**src/rtl/pipe5_types_pkg.sv**
```systemverilog
// Shared types for the 5-stage pipeline: fetch FSM states, F/D latch record and the canonical NOP.
package pipe5_types_pkg;

   localparam logic [31:0] RV_NOP = 32'h0000_0013;

   typedef enum logic [1:0] {
      FETCH   = 2'd0,
      DISCARD = 2'd1,
      HOLD    = 2'd2
   } fetch_state_t;

   typedef struct packed {
      logic        valid;
      logic [31:0] pc;
      logic [31:0] instr;
      logic        fault_insn;
      logic        mal_insn;
      logic [31:0] badaddr;
   } fd_latch_t;

   // Bubble keeps pc/badaddr so the latch only toggles what matters downstream.
   function automatic fd_latch_t fd_bubble(input fd_latch_t cur, input logic [31:0] nop);
      fd_latch_t b;
      b            = cur;
      b.valid      = 1'b0;
      b.instr      = nop;
      b.fault_insn = 1'b0;
      b.mal_insn   = 1'b0;
      return b;
   endfunction

endpackage

```
**src/rtl/pipe5_fd_latch.sv**
```systemverilog
// F/D pipeline register: flush beats stall, stall beats load, otherwise a bubble is loaded.
module pipe5_fd_latch
   import pipe5_types_pkg::*;
#(
   parameter logic [31:0] NOP_INSN = RV_NOP
) (
   input  logic      clk_i,
   input  logic      rst_i,
   input  logic      flush_i,
   input  logic      stall_i,
   input  logic      load_i,
   input  fd_latch_t entry_i,
   output fd_latch_t entry_o
);

   fd_latch_t fd_q, fd_d;

   always_comb begin
      fd_d = fd_q;
      if (flush_i) begin
         fd_d = fd_bubble(fd_q, NOP_INSN);
      end else if (stall_i) begin
         fd_d = fd_q;
      end else if (load_i) begin
         fd_d = entry_i;
      end else begin
         fd_d = fd_bubble(fd_q, NOP_INSN);
      end
   end

   always_ff @(posedge clk_i or posedge rst_i) begin
      if (rst_i) begin
         fd_q <= '{valid: 1'b0, pc: 32'd0, instr: NOP_INSN, fault_insn: 1'b0,
                   mal_insn: 1'b0, badaddr: 32'd0};
      end else begin
         fd_q <= fd_d;
      end
   end

   assign entry_o = fd_q;

endmodule

```
**src/rtl/pipe5_fetch_stage.sv**
```systemverilog
// Fetch stage: owns the PC, issues one instruction read at a time, buffers a word while decode
// stalls and drops responses made stale by a redirect. Static not-taken prediction.
module pipe5_fetch_stage
   import pipe5_types_pkg::*;
#(
   parameter logic [31:0] RESET_PC = 32'h0000_0200,
   parameter logic [31:0] NOP_INSN = RV_NOP
) (
   input  logic        CLK,
   input  logic        RST,
   input  logic        pc_en,
   input  logic        npc_sel,
   input  logic [31:0] brj_addr,
   input  logic        insert_priv_pc,
   input  logic [31:0] priv_pc,
   input  logic        fd_stall,
   input  logic        fd_flush,
   output logic [31:0] iaddr,
   output logic        iren,
   input  logic [31:0] irdata,
   input  logic        ibusy,
   input  logic        ierror,
   output logic        f_busy,
   output logic        fault_insn,
   output logic        mal_insn,
   output logic [31:0] epc_f,
   output logic [31:0] badaddr_f,
   output logic        fd_valid,
   output logic [31:0] fd_pc,
   output logic [31:0] fd_instr
);

   fetch_state_t state_q, state_d;
   logic [31:0]  pc_q, pc_d;
   logic [31:0]  disc_addr_q, disc_addr_d;
   logic [31:0]  hold_instr_q, hold_instr_d;
   logic         hold_err_q, hold_err_d;

   logic         redirect, deliver, misaligned, load;
   logic [31:0]  target;
   fd_latch_t    entry, fd_q;

   assign redirect   = insert_priv_pc | npc_sel;
   assign target     = insert_priv_pc ? priv_pc : brj_addr;
   assign deliver    = pc_en & ~fd_stall & ~redirect;
   assign misaligned = (pc_q[1:0] != 2'b00);

   always_comb begin
      state_d      = state_q;
      pc_d         = pc_q;
      disc_addr_d  = disc_addr_q;
      hold_instr_d = hold_instr_q;
      hold_err_d   = hold_err_q;
      iren         = 1'b0;
      iaddr        = pc_q;
      load         = 1'b0;
      entry        = '{valid: 1'b1, pc: pc_q, instr: NOP_INSN, fault_insn: 1'b0,
                       mal_insn: 1'b0, badaddr: 32'd0};

      unique case (state_q)
         FETCH: begin
            if (misaligned) begin
               // No bus access: the fetch completes at once as a misaligned exception.
               entry.mal_insn = 1'b1;
               entry.badaddr  = pc_q;
               if (redirect) begin
                  pc_d = target;
               end else if (deliver) begin
                  load = 1'b1;
                  pc_d = pc_q + 32'd4;
               end
            end else begin
               iren = 1'b1;
               if (!ibusy) begin
                  if (redirect) begin
                     pc_d = target;
                  end else if (deliver) begin
                     load             = 1'b1;
                     pc_d             = pc_q + 32'd4;
                     entry.instr      = ierror ? NOP_INSN : irdata;
                     entry.fault_insn = ierror;
                     entry.badaddr    = ierror ? pc_q : 32'd0;
                  end else begin
                     hold_instr_d = irdata;
                     hold_err_d   = ierror;
                     state_d      = HOLD;
                  end
               end else if (redirect) begin
                  disc_addr_d = pc_q;
                  pc_d        = target;
                  state_d     = DISCARD;
               end
            end
         end
         DISCARD: begin
            // The in-flight beat cannot be cancelled; keep the old address until it drains.
            iren  = 1'b1;
            iaddr = disc_addr_q;
            if (redirect) pc_d = target;
            if (!ibusy) state_d = FETCH;
         end
         HOLD: begin
            entry.instr      = hold_err_q ? NOP_INSN : hold_instr_q;
            entry.fault_insn = hold_err_q;
            entry.badaddr    = hold_err_q ? pc_q : 32'd0;
            if (redirect) begin
               pc_d    = target;
               state_d = FETCH;
            end else if (deliver) begin
               load    = 1'b1;
               pc_d    = pc_q + 32'd4;
               state_d = FETCH;
            end
         end
         default: state_d = FETCH;
      endcase
   end

   always_ff @(posedge CLK or posedge RST) begin
      if (RST) begin
         state_q      <= FETCH;
         pc_q         <= RESET_PC;
         disc_addr_q  <= 32'd0;
         hold_instr_q <= NOP_INSN;
         hold_err_q   <= 1'b0;
      end else begin
         state_q      <= state_d;
         pc_q         <= pc_d;
         disc_addr_q  <= disc_addr_d;
         hold_instr_q <= hold_instr_d;
         hold_err_q   <= hold_err_d;
      end
   end

   pipe5_fd_latch #(
      .NOP_INSN (NOP_INSN)
   ) u_fd_latch (
      .clk_i   (CLK),
      .rst_i   (RST),
      .flush_i (fd_flush),
      .stall_i (fd_stall),
      .load_i  (load),
      .entry_i (entry),
      .entry_o (fd_q)
   );

   assign f_busy     = ((state_q == FETCH) || (state_q == DISCARD)) && ibusy;
   assign fd_valid   = fd_q.valid;
   assign fd_pc      = fd_q.pc;
   assign fd_instr   = fd_q.instr;
   assign fault_insn = fd_q.fault_insn;
   assign mal_insn   = fd_q.mal_insn;
   assign epc_f      = fd_q.pc;
   assign badaddr_f  = fd_q.badaddr;

endmodule

```
**config.mk**
```make
export PLATFORM = sky130hd
export DESIGN_NAME = pipe5_fetch_stage
export DESIGN_NICKNAME = d
export VERILOG_FILES = /design/src/rtl/pipe5_types_pkg.sv /design/src/rtl/pipe5_fd_latch.sv /design/src/rtl/pipe5_fetch_stage.sv
export SDC_FILE = /design/constraint.sdc
export NUM_CORES = 1
export LEC_CHECK = 0
export BUFFER_PORTS_ARGS = -buffer_cell sky130_fd_sc_hd__buf_2
export CAP_MARGIN = 30
export CORE_ASPECT_RATIO = 0.75
export CORE_MARGIN = 2
export CORE_UTILIZATION = 38
export DETAILED_ROUTE_END_ITERATION = 8
export GPL_ROUTABILITY_DRIVEN = 1
export HOLD_SLACK_MARGIN = 0.08
export PLACE_DENSITY_LB_ADDON = 0.2
export SLEW_MARGIN = 30
export SYNTH_ARGS = -nofsm -noshare
export SYNTH_HDL_FRONTEND = slang
export SYNTH_SLANG_ARGS = --single-unit
```
**constraint.sdc**
```tcl
create_clock -name CLK -period 7.31 [get_ports CLK]
set_input_delay 0.731 -clock CLK [delete_from_list [all_inputs] [get_ports CLK]]
set_output_delay 0.731 -clock CLK [all_outputs]
set_load 0.05 [all_outputs]
```
==> flow_metrics.env <==
export IMPL_status="finished clean"
export IMPL_synthTopCellsByArea="dfrtp_1, mux2_2, o21ai_0, nand2_1, a22o_1"
export IMPL_arrival_ps=3550
export IMPL_drc=0
export IMPL_ys_top_cells_by_count="dfrtp_1, mux2_2, nand2_1"
export IMPL_register_area_um2=4960
export IMPL_path_class="reg -> reg"
export IMPL_gr_total_overflow=0
export IMPL_ir_worst_vdd_v=0.000279
export IMPL_synth_avg_cell_area_um2=10.7
export IMPL_start_util_pct=38.4
export IMPL_clk_pin_slew_worst_paths_ps=80
export IMPL_synthCells=922
export IMPL_synth_largest_area_cell="dfrtp_1"
export IMPL_crit_required_ps=7660
export IMPL_grt_busiest_layer="met2"
export IMPL_cts_sinks=198
export IMPL_first_global_vias=7428
export IMPL_fin_crit_sh_pct=43.7
export IMPL_cts_tree="done"
export IMPL_place_area_um2=11300
export IMPL_pin_count=270
export IMPL_start_kind="flip-flop"
export IMPL_fin_util_pct=46.4
export IMPL_internal_power_mw=2.85
export IMPL_drtIter0Drc=532
export IMPL_synth_ff_type="dfrtp_1"
export IMPL_die_y_um=144
export IMPL_r2r_setup_slack_ps=4120
export IMPL_hold_buffers=0
export IMPL_row_count=51
export IMPL_clk_path_buf_depth=2
export IMPL_num_nets_final=1227
export IMPL_fp_coreArea_um2=25800
export IMPL_viasPerCell=5.45
export IMPL_finalSetupViolCount=0
export IMPL_power_density_nw_per_um2=474
export IMPL_synth_edff_count=0
export IMPL_vias=8036
export IMPL_leakagePower_nw=5.74
export IMPL_die_w_um=190
export IMPL_met2_usage_pct=31.6
export IMPL_rsz0062_at_grt="no"
export IMPL_drive_gt1_share_pct=41.1
export IMPL_design_die_area_um2=27300
export IMPL_grt_use_met1_pct=31.0
export IMPL_clockRootBuffer="clkbuf_16"
export IMPL_post_cts_buffers=0
export IMPL_p_switching_mw=2.82
export IMPL_htreeDepth=4
export IMPL_multi_input_area_um2=4400
export IMPL_finalWeightedCongestion=0.896
export IMPL_firstDrtPassIters=5
export IMPL_worst_slew_margin_rel_pct=37.7
export IMPL_tightest_slew_ps=928
export IMPL_reg2reg_depth=7
export IMPL_ys_types=60
export IMPL_cp_max_fo=17
export IMPL_area_growth_synth_to_final_pct=20.9
export IMPL_crit_start="state_q[0]$_DFFE_PP0P_"
export IMPL_reg2reg_to="pc_q[11]$_DFFE_PP0P_"
export IMPL_holdWs_ps=242
export IMPL_p_clk_share_pct=16.9
export IMPL_hold_class="in -> async"
export IMPL_clk_latency_ps=440
export IMPL_antenna_left=0
export IMPL_wire_per_inst_um=19.8
export IMPL_synth_seq_cells=198
export IMPL_endpoint_kind="flip-flop"
export IMPL_grt_pass1_wl_mm=44.1
export IMPL_ys_warn_count=0
export IMPL_grt_total_usage_pct=21.3
export IMPL_dp_hpwl_mm=20.0
export IMPL_finalSetupTns_ps=0
export IMPL_grt_max_degree=122
export IMPL_p_comb_share_pct=49.9
export IMPL_fin_skew_ps=13.4
export IMPL_ys_seq_area_share_pct=50.2
export IMPL_io_buffer_count=269
export IMPL_finalCriticalPeriod_ps=3190
export IMPL_endpoint="pc_q[11]$_DFFE_PP0P_"
export IMPL_design_area_um2=12000
export IMPL_fillers=2477
export IMPL_slew_violations=0
export IMPL_postRouteWirelength_mm=29.1
export IMPL_antenna_found_initial=0
export IMPL_seqPwrFrac_pct=33.3
export IMPL_synth_nets=1032
export IMPL_synth_cell_area_um2=9890
export IMPL_cts_inserted_buffers=17
export IMPL_swShare_pct=49.8
export IMPL_met3_usage_pct=4.84
export IMPL_reg2reg_from="state_q[0]$_DFFE_PP0P_"
export IMPL_synthArstFlopShare_pct=100
export IMPL_finalHoldViolCount=0
export IMPL_synth_top_area_share_pct=48.3
export IMPL_cts_repair_resized=0
export IMPL_maxCapViolCount=0
export IMPL_finalPower_mw=5.67
export IMPL_yosysMostFrequentCell="dfrtp_1"
export IMPL_max_freq_ghz=0.313
[logic make-up (layout without fill, tap and decap cells)]
logic type	Yosys count	count (layout)	synth area share (%)
AO/OA/AOI/OAI	230	230	15.7
adder cells (fa/ha/maj)	5	5	0.633
flip-flops	198	198	50.2
XOR/XNOR	1	1	0.0886
buffers and inverters	119	327	5.79
AND/OR/NAND/NOR	225	225	11.5
multiplexers	144	144	16.1
other	0	1	0
[power groups by stage]
stage               Sequential, mW  Combinational [mW]  Clock (mW)
floorplan                     2.21                1.90           0
detailed placement            1.90                2.82           0
finish                        1.89                2.83       0.956
global route                  1.95                3.00        1.03
global placement              1.89                2.81           0
CTS                           1.88                2.83       0.981
[how the worst min path moves through the flow]
stage	startpoint	endpoint	slack (ps)	depth (start not counted)
6_report	RST	u_fd_latch.entry_o[57]$_DFFE_PP0P_	240	2
5_1_grt	RST	u_fd_latch.entry_o[58]$_DFFE_PP0P_	240	2
4_1_cts	hold_instr_q[0]$_DFFE_PP1P_	u_fd_latch.entry_o[34]$_DFFE_PP1P_	470	2
3_5_place_dp	u_fd_latch.entry_o[98]$_DFFE_PP0P_	u_fd_latch.entry_o[98]$_DFFE_PP0P_	460	2
3_3_place_gp	u_fd_latch.entry_o[98]$_DFFE_PP0P_	u_fd_latch.entry_o[98]$_DFFE_PP0P_	460	2
2_1_floorplan	disc_addr_q[0]$_DFFE_PP0P_	disc_addr_q[0]$_DFFE_PP0P_	460	1
[state kept, by name, indices dropped and copies added, names as in the netlist]
| register | cells |
|---|---|
| state_q | 2 |
| hold_instr_q | 32 |
| hold_err_q | 1 |
| disc_addr_q | 32 |
| u_fd_latch.entry_o | 99 |
| pc_q | 32 |
[through the flow]
stage / setup slack, ps / std cells
2_1_floorplan: 1190 / 922
3_3_place_gp: 3760 / 1438
3_5_place_dp: 3940 / 1440
4_1_cts: 4230 / 1472
5_1_grt: 4020 / 1474
6_report: 4120 / 1475
[worst max-delay path, cell delays in order, from the launching register on]
cell,delay (ps)
dfrtp_1,420
inv_1,100
ha_1,340
or4b_1,580
and2_1,460
o21ai_1,850
o21ai_0,220
o211ai_1,130
[layout by cell type, fill, tap and decap left out, types with 4 or more instances in the layout]
master      count
o22ai_1        15
a21oi_1        25
nor4_1         11
a22o_1         34
mux2i_1        20
nor2b_1         5
nand4_1        11
nor3_1         14
buf_4          11
dfrtp_1       191
nand2_1        80
nand3_1        14
clkinvlp_4      6
a22oi_1        37
or4_1           4
nand2b_1        6
dfstp_2         7
o21ai_0        70
nor2_1         43
mux2_2        124
and3_1          7
a211o_1         4
and4_1          7
a211oi_1        5
inv_1           8
and2_1          7
ha_1            4
buf_2         269
clkbuf_16      17
o221ai_1        6
a31oi_1         7
[area by class of cell]
| class | instances | share of cell area (%) |
|---|---|---|
| Timing Repair Buffer | 285 | 12.8 |
| Tap cell | 344 | 3.60 |
| Clock buffer | 22 | 3.88 |
| Antenna cell | 1 | 0.0209 |
| Inverter | 10 | 0.377 |
| Sequential cell | 198 | 41.5 |
| Clock inverter | 10 | 1.03 |
| Multi-Input combinational cell | 605 | 36.8 |
[metal layers]
metal / up-vias / share of wire (%)
met1: 3956 / 47
met2: 305 / 44
li1: 3748 / -
met3: 27 / 7.0
met4: 0 / 1.4
met5: - / 0
Power figures use the tool's default switching activity.
